[src/rtl/irq_priority_ctrl8.sv]
// irq_priority_ctrl8
// 8-source interrupt controller with 74LS148-style priority resolution.
// The request lines are active low, and bit 7 has the highest priority.
// Each request is synchronised. Its falling edge is latched as a pending
// event. A software mask gates which pending sources are eligible. The
// highest eligible source is presented to the host, which sequences it
// through the handshake request -> acknowledge -> service -> end-of-interrupt.
//
// Ports:
//   clk         system clock, rising edge
//   rst_n       asynchronous active-low reset
//   en_n        active-low global enable; high blocks new interrupts
//   req_n[7:0]  asynchronous active-low request lines
//   mask_we     mask register write strobe
//   mask_wdata  mask value, 1 = source masked
//   ack         host acknowledge pulse
//   eoi         host end-of-interrupt pulse
//   irq         interrupt request to host
//   vector      VEC_BASE + code
//   code        latched winning source index
//   busy        high while a source is in service
//   pending     latched pending events
//   in_service  one-hot source currently in service

module irq_priority_ctrl8 #(
  parameter logic [7:0] VEC_BASE = 8'h20
) (
  input  logic       clk,
  input  logic       rst_n,
  input  logic       en_n,
  input  logic [7:0] req_n,
  input  logic       mask_we,
  input  logic [7:0] mask_wdata,
  input  logic       ack,
  input  logic       eoi,
  output logic       irq,
  output logic [7:0] vector,
  output logic [2:0] code,
  output logic       busy,
  output logic [7:0] pending,
  output logic [7:0] in_service
);

  localparam logic [1:0] IDLE    = 2'd0;
  localparam logic [1:0] REQ     = 2'd1;
  localparam logic [1:0] SERVICE = 2'd2;

  logic [1:0] state_q, state_d;
  logic [7:0] sync1_q, sync2_q, prev_q;
  logic [7:0] mask_q, mask_d;
  logic [7:0] pending_q, pending_d;
  logic [7:0] in_service_q, in_service_d;
  logic [2:0] code_q, code_d;
  logic [7:0] vector_q, vector_d;
  logic       irq_q, irq_d;
  logic       busy_q, busy_d;

  logic [7:0] fall;
  logic [7:0] eligible;
  logic [2:0] winner;
  logic [7:0] code_onehot;
  logic [7:0] clr;

  // A 1->0 step of the synchronised line is an event; a held low level is not.
  assign fall     = prev_q & ~sync2_q;
  assign eligible = pending_q & ~mask_q;

  // Later (higher) indices override earlier ones, so bit 7 wins.
  always_comb begin
    winner = 3'd0;
    for (int i = 0; i < 8; i++) begin
      if (eligible[i]) winner = 3'(i);
    end
  end

  assign code_onehot = 8'b1 << code_q;

  always_comb begin
    state_d      = state_q;
    mask_d       = mask_we ? mask_wdata : mask_q;
    in_service_d = in_service_q;
    code_d       = code_q;
    vector_d     = vector_q;
    irq_d        = irq_q;
    busy_d       = busy_q;
    clr          = 8'h00;

    unique case (state_q)
      IDLE: begin
        if (!en_n && (eligible != 8'h00)) begin
          state_d  = REQ;
          code_d   = winner;
          vector_d = VEC_BASE + {5'b0, winner};
          irq_d    = 1'b1;
        end
      end
      REQ: begin
        // Code and vector stay frozen here; ack outranks both eoi and en_n.
        if (ack) begin
          clr          = code_onehot;
          in_service_d = code_onehot;
          irq_d        = 1'b0;
          busy_d       = 1'b1;
          state_d      = SERVICE;
        end else if (en_n) begin
          irq_d   = 1'b0;
          state_d = IDLE;
        end
      end
      SERVICE: begin
        if (eoi) begin
          in_service_d = 8'h00;
          busy_d       = 1'b0;
          state_d      = IDLE;
        end
      end
      default: begin
        state_d = IDLE;
        irq_d   = 1'b0;
        busy_d  = 1'b0;
      end
    endcase

    // A new edge arriving with the acknowledge clear is kept: set wins.
    pending_d = (pending_q & ~clr) | fall;
  end

  always_ff @(posedge clk or negedge rst_n) begin
    if (!rst_n) begin
      sync1_q      <= 8'hFF;
      sync2_q      <= 8'hFF;
      prev_q       <= 8'hFF;
      mask_q       <= 8'h00;
      pending_q    <= 8'h00;
      in_service_q <= 8'h00;
      code_q       <= 3'd0;
      vector_q     <= VEC_BASE;
      irq_q        <= 1'b0;
      busy_q       <= 1'b0;
      state_q      <= IDLE;
    end else begin
      sync1_q      <= req_n;
      sync2_q      <= sync1_q;
      prev_q       <= sync2_q;
      mask_q       <= mask_d;
      pending_q    <= pending_d;
      in_service_q <= in_service_d;
      code_q       <= code_d;
      vector_q     <= vector_d;
      irq_q        <= irq_d;
      busy_q       <= busy_d;
      state_q      <= state_d;
    end
  end

  assign irq        = irq_q;
  assign vector     = vector_q;
  assign code       = code_q;
  assign busy       = busy_q;
  assign pending    = pending_q;
  assign in_service = in_service_q;

endmodule
[config.mk]
export PLATFORM = sky130hd
export DESIGN_NAME = irq_priority_ctrl8
export DESIGN_NICKNAME = d
export VERILOG_FILES = /design/src/rtl/irq_priority_ctrl8.sv
export SDC_FILE = /design/constraint.sdc
export NUM_CORES = 1
export LEC_CHECK = 0
export ABC_AREA = 1
export CORE_ASPECT_RATIO = 0.75
export CORE_UTILIZATION = 51
export CTS_BUF_LIST = sky130_fd_sc_hd__clkbuf_4
export DETAILED_ROUTE_END_ITERATION = 7
export GPL_ROUTABILITY_DRIVEN = 1
export GPL_TIMING_DRIVEN = 0
export PLACE_DENSITY_LB_ADDON = 0.12
export SETUP_SLACK_MARGIN = 0.2
export SYNTH_ARGS = -nofsm -noshare
export SYNTH_HDL_FRONTEND = slang
export SYNTH_SLANG_ARGS = --single-unit
[constraint.sdc]
create_clock -name clk -period 2.2 [get_ports clk]
set_clock_uncertainty 0.2 [all_clocks]
set_input_delay 0.33 -clock clk [delete_from_list [all_inputs] [get_ports clk]]
set_output_delay 0.33 -clock clk [all_outputs]
set_load 0.03 [all_outputs]
==> results of run 1 <==
-- power groups by stage --
| stage | logic [mW] | registers [mW] | clock network, mW |
|---|---|---|---|
| finish | 1.07 | 1.34 | 0.428 |
| global route | 1.16 | 1.37 | 0.476 |
| CTS | 1.09 | 1.35 | 0.446 |
| detailed placement | 1.14 | 1.37 | 0 |
| global placement | 1.12 | 1.36 | 0 |
| floorplan | 0.427 | 1.61 | 0 |
-- path summary, 6_finish.rpt --
kind | start | to | slack, ps
min reg2reg | sync1_q[4]$_DFF_PN1_ | sync2_q[4]$_DFF_PN1_ | 170
max in group asynchronous | rst_n | sync2_q[6]$_DFF_PN1_ | 840
min in group asynchronous | rst_n | pending[6]$_DFF_PN0_ | 320
min | req_n[3] | sync1_q[3]$_DFF_PN1_ | 130
max reg2reg | state_q[1]$_DFFE_PN0P_ | pending[3]$_DFF_PN0_ | 740
max | in_service[6]$_DFFE_PN0P_ | in_service[6] | 260
-- cell type report --
class / count / area (µm²) / share of cell area
clock buffers: 5 / 37.5 / 0.0136
repair buffers: 47 / 482 / 0.175
plain buffers: 9 / 63.8 / 0.0231
multi-input cells: 115 / 541 / 0.196
clock inverters: 3 / 18.8 / 0.00680
inverters: 38 / 143 / 0.0517
flip-flops and latches: 55 / 1410 / 0.510
well taps: 55 / 68.8 / 0.0249
-- cells in the mapped netlist (all sizes together) --
library cell and count:
nand2 61, inv 38, dfrtp 31, dfstp 24, o21ai 19, nor2 16
nand3 11, buf 8, a31oi 2, conb 2, clkbuf 1, nor3 1
-- cells by family after synthesis --
| logic type | synth area share |
|---|---|
| AOI/OAI and AO/OA | 0.0625 |
| buffers and inverters | 0.0964 |
| and+or+nand+nor | 0.181 |
| DFF | 0.657 |
| other | 0.00351 |
-- metal layers --
metal,up-vias,GRT usage
met5,-,0
met4,0,0.0824
met3,7,0.0551
met2,47,0.282
met1,667,0.244
li1,743,-
-- registers in the layout, summed over array words and instances (netlist names) --
register    cells
sync2_q         8
irq             1
state_q         2
busy            1
sync1_q         8
in_service      8
prev_q          8
mask_q          8
code            3
pending         8
-- through the flow --
| step | utilization | cell area [µm²] | setup slack (ps) | power (mW) | instances |
|---|---|---|---|---|---|
| after floorplan | - | 2150 | 760 | 2.04 | 217 |
| after global placement | 0.663 | 2670 | -1000 | 2.48 | 317 |
| after detailed placement | 0.669 | 2700 | 365 | 2.51 | 318 |
| after CTS | 0.681 | 2750 | 210 | 2.88 | 327 |
| after global routing | 0.685 | 2760 | 200 | 3.01 | 327 |
| final | 0.685 | 2760 | 256 | 2.84 | 327 |
-- repair_timing --
action / in CTS / in global routing
setup endpoints to repair: 13 / 6
hold endpoints to repair: 20 / 0
hold buffers: 1 / 0
gates resized for setup: 13 / 6
setup buffers: 0 / 0
==> results.json, run 1 <==
{
  "ant_nets": 0,
  "floorplan.die.height_um": 58.1,
  "n_antenna_cell": 0,
  "synth_top_cell_by_area": "dfrtp_1",
  "irDropWorstVdd_uv": 542,
  "critPathCaptureType": "output port",
  "most-common-layout-cells": "52 x nand2_1, 36 x inv_1, 31 x dfrtp_1",
  "report.final.hold_viol_count": 0,
  "p_leak_nw": 1.44,
  "maxSlewViolCount": 0,
  "ctsRootBufferMaster": "clkbuf_4",
  "finalNetCount": 293,
  "hold-path-cell-count": 1,
  "port_buffers": 45,
  "critPathSlowestCell": "clkdlybuf4s50_1",
  "die_area_mm2": 0.00447,
  "cp_num_cells": 1,
  "cp_top_family": "buffers and inverters",
  "drt_wl_total_um": 3530,
  "crit_path_cell_trace": "clkdlybuf4s50_1",
  "fp-row-count": 20,
  "detail_route.first_pass.iterations": 4,
  "synth.ff_latch_count": 55,
  "grt_antenna_before_repair": 0,
  "power_frac_clock": 0.151,
  "placeableCoreArea_mm2": 0.00403,
  "layout_min_cycle_time_ps": 1940,
  "cts_tree": "done",
  "timing.final.crit_share": 0.884,
  "power_switching_share": 0.386,
  "wirelength_met1_um": 1670,
  "ys_types": 17,
  "dp.final_hpwl_um": 2630,
  "synth_largest_type_area_fraction": 0.362,
  "rsz0062_at_grt": "no",
  "cpPeakStageDelay_ps": 670,
  "drt-initial-drc-count": 57,
  "largest_net_degree_at_the_start_of_global_routing": 32,
  "comb_power_share": 0.377,
  "worst_path_max_fanout": 2,
  "wl_met3_um": 240,
  "initial_core_util": 0.532,
  "clk_pin_slew_ps": 160,
  "viasPerCell": 4.48,
  "max-clock-path-buffers": 2,
  "met2RoutedLength_um": 1550,
  "h-tree-depth": 2,
  "drcViolationCount": 0,
  "layout.filler_cells": 328,
  "top_signal_layer_used": "met4",
  "horizontal_die_dimension_um": 76.8,
  "yosys_warnings": 0,
  "relSlewSlack": 0.527,
  "first_global_vias": 1430,
  "syn_area_per_cell_um2": 10.0,
  "route.vias.total": 1464,
  "ios": 51,
  "timing.final.setup_violations": 0,
  "worstPathRequired_ps": 1670,
  "power_density_mw_per_mm2": 1030,
  "clock_latency_on_the_worst_skew_pair_ps": 380,
  "grt_first_pass_wirelength_um": 6150,
  "critical_path.startpoint_type": "register",
  "wire_per_inst_um": 10.8,
  "maxCapViolCount": 0,
  "critical_path_arrival_ps": 1410,
  "post_route_setup_tns_ps": 0,
  "weighted_congestion_reported_at_the_end_of_routability_driven_placement": 0.767,
  "synth.cell_area_mm2": 0.00214,
  "hold_class": "primary input to register",
  "hold_slack_ps": 131,
  "post_route_cells_drive_above_1_share": 0.228,
  "number_of_sinks_on_the_clock_net": 55,
  "power.sequential.fraction": 0.473,
  "worst-setup-path-type": "register to output port",
  "grt_util_all_layers": 0.183,
  "cts_buffers": 5,
  "timing.critical_path.buf_inv": 1,
  "synthTopCellsByArea": "dfrtp_1 36%, dfstp_2 29%, nand2_1 9.1%, inv_1 6.3%, o21ai_2 2.9%",
  "worstMarginPinSlew_ps": 710,
  "reg2regPathDepth": 6,
  "net-switching-power_mw": 1.10,
  "max_clock_freq_ghz": 0.514,
  "power.internal_mw": 1.75,
  "synthCells": 214,
  "grt_remaining_overflow": 0,
  "run_status": "finished clean",
  "area.growth.synth_to_final_pct": 28.9,
  "layout.cells.most_common": "nand2_1",
  "synth_sequential_area_ratio": 0.657
}
Note: power is estimated with default switching activity, not from simulation.
==> inputs of run 2 (changes only) <==
--- a/config.mk
+++ b/config.mk
@@ -8,12 +8,12 @@
 export ABC_AREA = 1
 export CORE_ASPECT_RATIO = 0.75
 export CORE_UTILIZATION = 51
-export CTS_BUF_LIST = sky130_fd_sc_hd__clkbuf_4
 export DETAILED_ROUTE_END_ITERATION = 7
 export GPL_ROUTABILITY_DRIVEN = 1
 export GPL_TIMING_DRIVEN = 0
 export PLACE_DENSITY_LB_ADDON = 0.12
 export SETUP_SLACK_MARGIN = 0.2
+export SKIP_LAST_GASP = 1
 export SYNTH_ARGS = -nofsm -noshare
 export SYNTH_HDL_FRONTEND = slang
 export SYNTH_SLANG_ARGS = --single-unit
==> run 2 against run 1 <==
Compared with the run above:
- non-clock buffer count stayed put
- via count is 0.20% higher
- core utilization is 0.78 points higher
==> results.json, run 2 (synthesis gave the netlist of run 1 again) <==
{
  "ctsRootBufferMaster": "clkbuf_8",
  "route.vias.total": 1467,
  "rsz0062_at_grt": "no",
  "regToRegEndpoint": "pending[5]$_DFF_PN0_",
  "cts_buffers": 5,
  "initial_core_util": 0.532,
  "grt_first_pass_wirelength_um": 6270,
  "groute.layer.met1.usage": 0.248,
  "grt_use_met2": 0.287,
  "drt-initial-drc-count": 102,
  "horizontal_die_dimension_um": 76.8,
  "hold-path-cell-count": 0,
  "cpPeakStageDelay_ps": 690,
  "floorplan.die.height_um": 58.1,
  "worst-r2r-setup-slack_ps": 760,
  "min_delay_worst_endpoint": "sync2_q[4]$_DFF_PN1_",
  "grt_antenna_before_repair": 0,
  "p_leak_nw": 1.38,
  "timing.final.crit_share": 0.885,
  "viasPerCell": 4.49,
  "timing.critical_path.buf_inv": 1,
  "post_route_setup_tns_ps": 0,
  "max_clock_freq_ghz": 0.514,
  "worst_path_max_fanout": 3,
  "layout.cells.most_common": "nand2_1",
  "fin_util": 0.693,
  "busiest_layer": "met2",
  "run_status": "finished clean",
  "layout_min_cycle_time_ps": 1950,
  "dp_cells": 318,
  "post_route_cells_drive_above_1_share": 0.228,
  "worstMarginPinSlew_ps": 709,
  "clk_pin_slew_ps": 90,
  "weighted_congestion_reported_at_the_end_of_routability_driven_placement": 0.767,
  "cp_top_family": "buffers and inverters",
  "max-clock-path-buffers": 2,
  "number_of_sinks_on_the_clock_net": 55,
  "ios": 51,
  "wire_per_inst_um": 11.0,
  "most-common-layout-cells": "52 x nand2_1, 37 x clkdlybuf4s50_1, 36 x inv_1",
  "grt_remaining_overflow": 0,
  "start_of_the_worst_register_to_register_path": "state_q[1]$_DFFE_PN0P_",
  "timing.final.setup_violations": 0,
  "cts_tree": "done",
  "power_density_mw_per_mm2": 1070,
  "largest_net_degree_at_the_start_of_global_routing": 32,
  "port_buffers": 45,
  "fin_cells": 327,
  "drt_wl_total_um": 3580,
  "first_global_vias": 1442,
  "worst-setup-path-type": "register to output port",
  "drcViolationCount": 0,
  "relSlewSlack": 0.527,
  "n_antenna_cell": 0,
  "worstPathRequired_ps": 1670,
  "maxCapViolCount": 0,
  "placeableCoreArea_mm2": 0.00403,
  "worstHoldStart": "sync1_q[4]$_DFF_PN1_",
  "finalNetCount": 293,
  "critPathCaptureType": "output port",
  "fp-row-count": 20,
  "h-tree-depth": 2,
  "dp.final_hpwl_um": 2630,
  "critPathSlowestCell": "clkdlybuf4s50_1",
  "critical_path.startpoint_type": "register",
  "irDropWorstVdd_uv": 622,
  "grt_util_all_layers": 0.188,
  "ant_nets": 0,
  "met3_usage": 0.0551,
  "clock_latency_on_the_worst_skew_pair_ps": 310,
  "maxSlewViolCount": 0,
  "detail_route.first_pass.iterations": 4,
  "report.final.hold_viol_count": 0,
  "area.growth.synth_to_final_pct": 30.3,
  "crit_path_cell_trace": "clkdlybuf4s50_1",
  "die_area_mm2": 0.00447,
  "reg2regPathDepth": 6,
  "critical_path_arrival_ps": 1420,
  "hold_class": "register to register"
}
[run 2: cell count changes in the layout (fill, tap and decap cells not counted)]
cell,change
dlymetal6s2s_1,-4
clkdlybuf4s50_1,+12
dlygate4sd2_1,-8
clkbuf_4,-5
clkbuf_8,+5
[run 2: where the power goes]
| group | internal, mW | switching, mW | total, mW |
|---|---|---|---|
| clock network | 0.224 | 0.317 | 0.541 |
| logic | 0.445 | 0.656 | 1.10 |
| registers | 1.21 | 0.142 | 1.35 |
[run 2: worst register-to-register path, delay by kind of cell, from the launching register on]
kind / cells / cell delay (ps)
compound gates: 1 / 50
buf+inv: 1 / 70
flops: 1 / 440
simple gates: 4 / 580
[run 2: how the worst max path moves through the flow]
stage               cells after the start                  from                     to
CTS                                     1   code[2]$_DFFE_PN0P_                code[2]
floorplan                               8  pending[4]$_DFF_PN0_    code[0]$_DFFE_PN0P_
finish                                  1  pending[6]$_DFF_PN0_             pending[6]
global placement                        1                 rst_n   pending[0]$_DFF_PN0_
global route                            1  pending[0]$_DFF_PN0_             pending[0]
detailed placement                      3               mask_we  mask_q[5]$_DFFE_PN0P_
[run 2: cell type report]
type / instances / area, µm²
clock buffers: 5 / 68.8
multi-input cells: 115 / 541
clock inverters: 3 / 18.8
fillers: 324 / 1240
repair buffers: 47 / 482
plain buffers: 9 / 63.8
flip-flops and latches: 55 / 1410
inverters: 38 / 143
well taps: 55 / 68.8
[run 2: metal layers]
metal  share of wire  wire (µm)
met4           0.018         63
met3           0.073        261
met2            0.44       1580
met1            0.47       1680
met5               0          0
[run 2: through the flow]
step                setup slack (ps)  hold slack (ps)  cell area [µm²]  power (mW)
floorplan                        760             -166             2150        2.04
global placement               -1000              146             2670        2.48
detailed placement               365              147             2700        2.51
CTS                              215              161             2790        3.03
global route                     203              163             2790        3.16
finish                           254              159             2790        2.99
[run 2: what timing repair did]
| action | CTS | global route |
|---|---|---|
| gates resized for setup | 5 | 2 |
| endpoints found under the hold margin | 20 | 0 |
| buffers inserted | 0 | 0 |
| setup endpoints to repair | 5 | 2 |
| hold buffers | 1 | 0 |
==> inputs of run 3 (changes only) <==
--- a/config.mk
+++ b/config.mk
@@ -5,7 +5,6 @@
 export SDC_FILE = /design/constraint.sdc
 export NUM_CORES = 1
 export LEC_CHECK = 0
-export ABC_AREA = 1
 export CORE_ASPECT_RATIO = 0.75
 export CORE_UTILIZATION = 51
 export DETAILED_ROUTE_END_ITERATION = 7
==> run 3 against run 2 <==
Compared with the run above:
- cell area decreased by 3.0%
- synthesized cell count fell by 28%
- synthesized area fell by 3.5%
- register-to-register slack lost 440 ps
- flip-flop and latch count did not move
- hold slack about the same
- clock power is 9.2% higher
- critical path depth stayed put
- clock-buffer cell count increased by 3
- non-clock buffer count is 1 lower
- critical endpoint is now code[2]
- largest power group unchanged
- highest routed layer unchanged
==> results.json, run 3 <==
{
  "run_status": "finished clean",
  "worstPathRequired_ps": 1670,
  "synth_enable_flop_cells": 0,
  "n_antenna_cell": 0,
  "worstMarginPinSlew_ps": 641,
  "detail_route.first_pass.iterations": 4,
  "post_synth_mux_area_share": 0.0599,
  "ios": 51,
  "synth_top_family_by_area": "compound AO/OA/AOI/OAI gates",
  "syn_area_per_cell_um2": 13.3,
  "place_ws_ps": 148,
  "ys_types": 28,
  "met3_usage": 0.0477,
  "grt_util_all_layers": 0.192,
  "fp-row-count": 19,
  "layout.cells.most_common": "clkdlybuf4s50_1",
  "cpPeakStageDelay_ps": 700,
  "crit_path_cell_trace": "clkdlybuf4s50_1",
  "setup_slack_ps": 246,
  "grt_first_pass_wirelength_um": 6060,
  "maxCapViolCount": 0,
  "synth.cells.most_frequent": "31 x dfrtp_1, 24 x dfstp_2, 23 x o21ai_0, 15 x nand2_1, 10 x inv_1",
  "critical_path_arrival_ps": 1420,
  "synth_most_common_cell": "dfrtp_1",
  "p_leak_nw": 1.16,
  "synth_top_cell_by_area": "dfrtp_1",
  "drcViolationCount": 0,
  "worst_path_max_fanout": 5,
  "initial_core_util": 0.550,
  "timing.final.setup_violations": 0,
  "floorplan.die.height_um": 57.1,
  "synth.cell_area_mm2": 0.00207,
  "finalNetCount": 233,
  "drt-initial-drc-count": 100,
  "cts_buffers": 5,
  "grt_antenna_before_repair": 0,
  "clk_pin_slew_ps": 90,
  "synth-adder-area-share": 0,
  "max_clock_freq_ghz": 0.512,
  "post_cts_buffers": 0,
  "cts_tree": "done",
  "port_buffers": 44,
  "hold_class": "register to register",
  "dp.final_hpwl_um": 2660,
  "horizontal_die_dimension_um": 75.5,
  "die_area_mm2": 0.00431,
  "synth_sequential_area_ratio": 0.680,
  "synth-compound-area-share": 0.111,
  "critPathCaptureType": "output port",
  "timing.critical_path.buf_inv": 1,
  "timing.final.crit_share": 0.888,
  "critPathSlowestCell": "clkdlybuf4s50_1",
  "worst-setup-path-type": "register to output port",
  "ant_nets": 0,
  "max-clock-path-buffers": 2,
  "async_reset_ff_frac": 1.00,
  "busiest_layer": "met2",
  "synth.ff_latch_count": 55,
  "irDropWorstVdd_uv": 601,
  "h-tree-depth": 2,
  "largest_net_degree_at_the_start_of_global_routing": 33,
  "placeableCoreArea_mm2": 0.00376,
  "critical_path.startpoint_type": "register",
  "yosys_warnings": 0,
  "area.growth.synth_to_final_pct": 30.9,
  "maxSlewViolCount": 0,
  "post_route_cells_drive_above_1_share": 0.288,
  "most-common-layout-cells": "38 x clkdlybuf4s50_1, 29 x dfrtp_1, 24 x dfstp_2",
  "synth_xor_area_frac": 0,
  "report.final.hold_viol_count": 0,
  "synthCells": 155,
  "ctsRootBufferMaster": "clkbuf_8",
  "cp_top_family": "buffers and inverters",
  "route.vias.total": 1338,
  "groute.layer.met1.usage": 0.265,
  "hold_slack_ps": 159,
  "synthTopCellsByArea": "dfrtp_1 38%, dfstp_2 31%, o21ai_0 5.6%, mux2_2 3.8%, buf_4 2.9%",
  "synth_simple_gate_area_frac": 0.0962,
  "drt_wl_total_um": 3540,
  "clock_latency_on_the_worst_skew_pair_ps": 300,
  "wire_per_inst_um": 13.4,
  "grt_use_met2": 0.296,
  "weighted_congestion_reported_at_the_end_of_routability_driven_placement": 0.731,
  "power_density_mw_per_mm2": 958,
  "layout_min_cycle_time_ps": 1950,
  "ys.flop_type": "dfrtp_1",
  "first_global_vias": 1294,
  "synth_largest_type_area_fraction": 0.375,
  "grt_remaining_overflow": 0,
  "relSlewSlack": 0.571,
  "number_of_sinks_on_the_clock_net": 55,
  "fin_util": 0.721,
  "rsz0062_at_grt": "no",
  "viasPerCell": 5.07
}
-- run 3: cell count changes in the layout (fill, tap and decap cells not counted), moves of 3 or more --
cell | before | now
o21ai_0 | 11 | 23
or2b_2 | 0 | 4
inv_1 | 36 | 10
nand2b_1 | 0 | 5
o31ai_1 | 0 | 4
mux2_2 | 0 | 7
nand3_1 | 10 | 1
nor2_1 | 16 | 2
nand2_1 | 52 | 15
mux2_4 | 0 | 3
o21ai_2 | 7 | 0
nand2_2 | 9 | 0
-- run 3: cell type report --
class,instances,area [µm²]
Multi-Input combinational cell,84,571
Tap cell,52,65.1
Clock buffer,8,101
Sequential cell,55,1410
Fill cell,275,1050
Timing Repair Buffer,46,459
Buffer,9,63.8
Inverter,10,37.5
-- run 3: report_power, final --
group | leakage [nW] | internal (mW) | total [mW] | switching (mW)
combinational | 0.509 | 0.319 | 0.736 | 0.417
clock | 0.0506 | 0.295 | 0.591 | 0.296
sequential | 0.604 | 1.15 | 1.26 | 0.112
-- run 3: final timing paths --
path | startpoint | to | slack [ps] | cells after the start
setup reg to reg | pending[3]$_DFF_PN0_ | code[2]$_DFFE_PN0P_ | 320 | 4
setup / recovery | code[2]$_DFFE_PN0P_ | code[2] | 250 | 1
min in group asynchronous | rst_n | irq$_DFFE_PN0P_ | 340 | 2
hold / removal | sync1_q[6]$_DFF_PN1_ | sync2_q[6]$_DFF_PN1_ | 160 | 0
max in group asynchronous | rst_n | prev_q[6]$_DFF_PN1_ | 850 | 3
hold reg to reg | sync1_q[6]$_DFF_PN1_ | sync2_q[6]$_DFF_PN1_ | 160 | 0
-- run 3: kinds of logic (layout without fill, tap and decap cells) --
kind of cell    Yosys count  after routing
buf+inv                  19             73
mux                      10             10
compound gates           36             36
flops                    55             55
simple gates             33             33
other cells               2              5
-- run 3: layer usage --
layer / routed length, µm / vias up
met5: 0 / -
met4: 53 / 0
met3: 227 / 7
met2: 1680 / 44
met1: 1580 / 659
li1: - / 628
-- run 3: per-stage QoR --
step / setup TNS (ps) / area [µm²] / total power, mW / std cells
after floorplan: 0 / 2080 / 1.71 / 158
after global placement: -33500 / 2580 / 2.02 / 254
after detailed placement: 0 / 2600 / 2.05 / 255
after CTS: 0 / 2710 / 2.62 / 264
after global routing: 0 / 2710 / 2.73 / 264
final: 0 / 2710 / 2.59 / 264
-- run 3: repair_timing --
item                       CTS  global route
hold buffers                 1             0
resized for setup            7             0
hold endpoints to repair    18             0
setup endpoints to repair    5             0
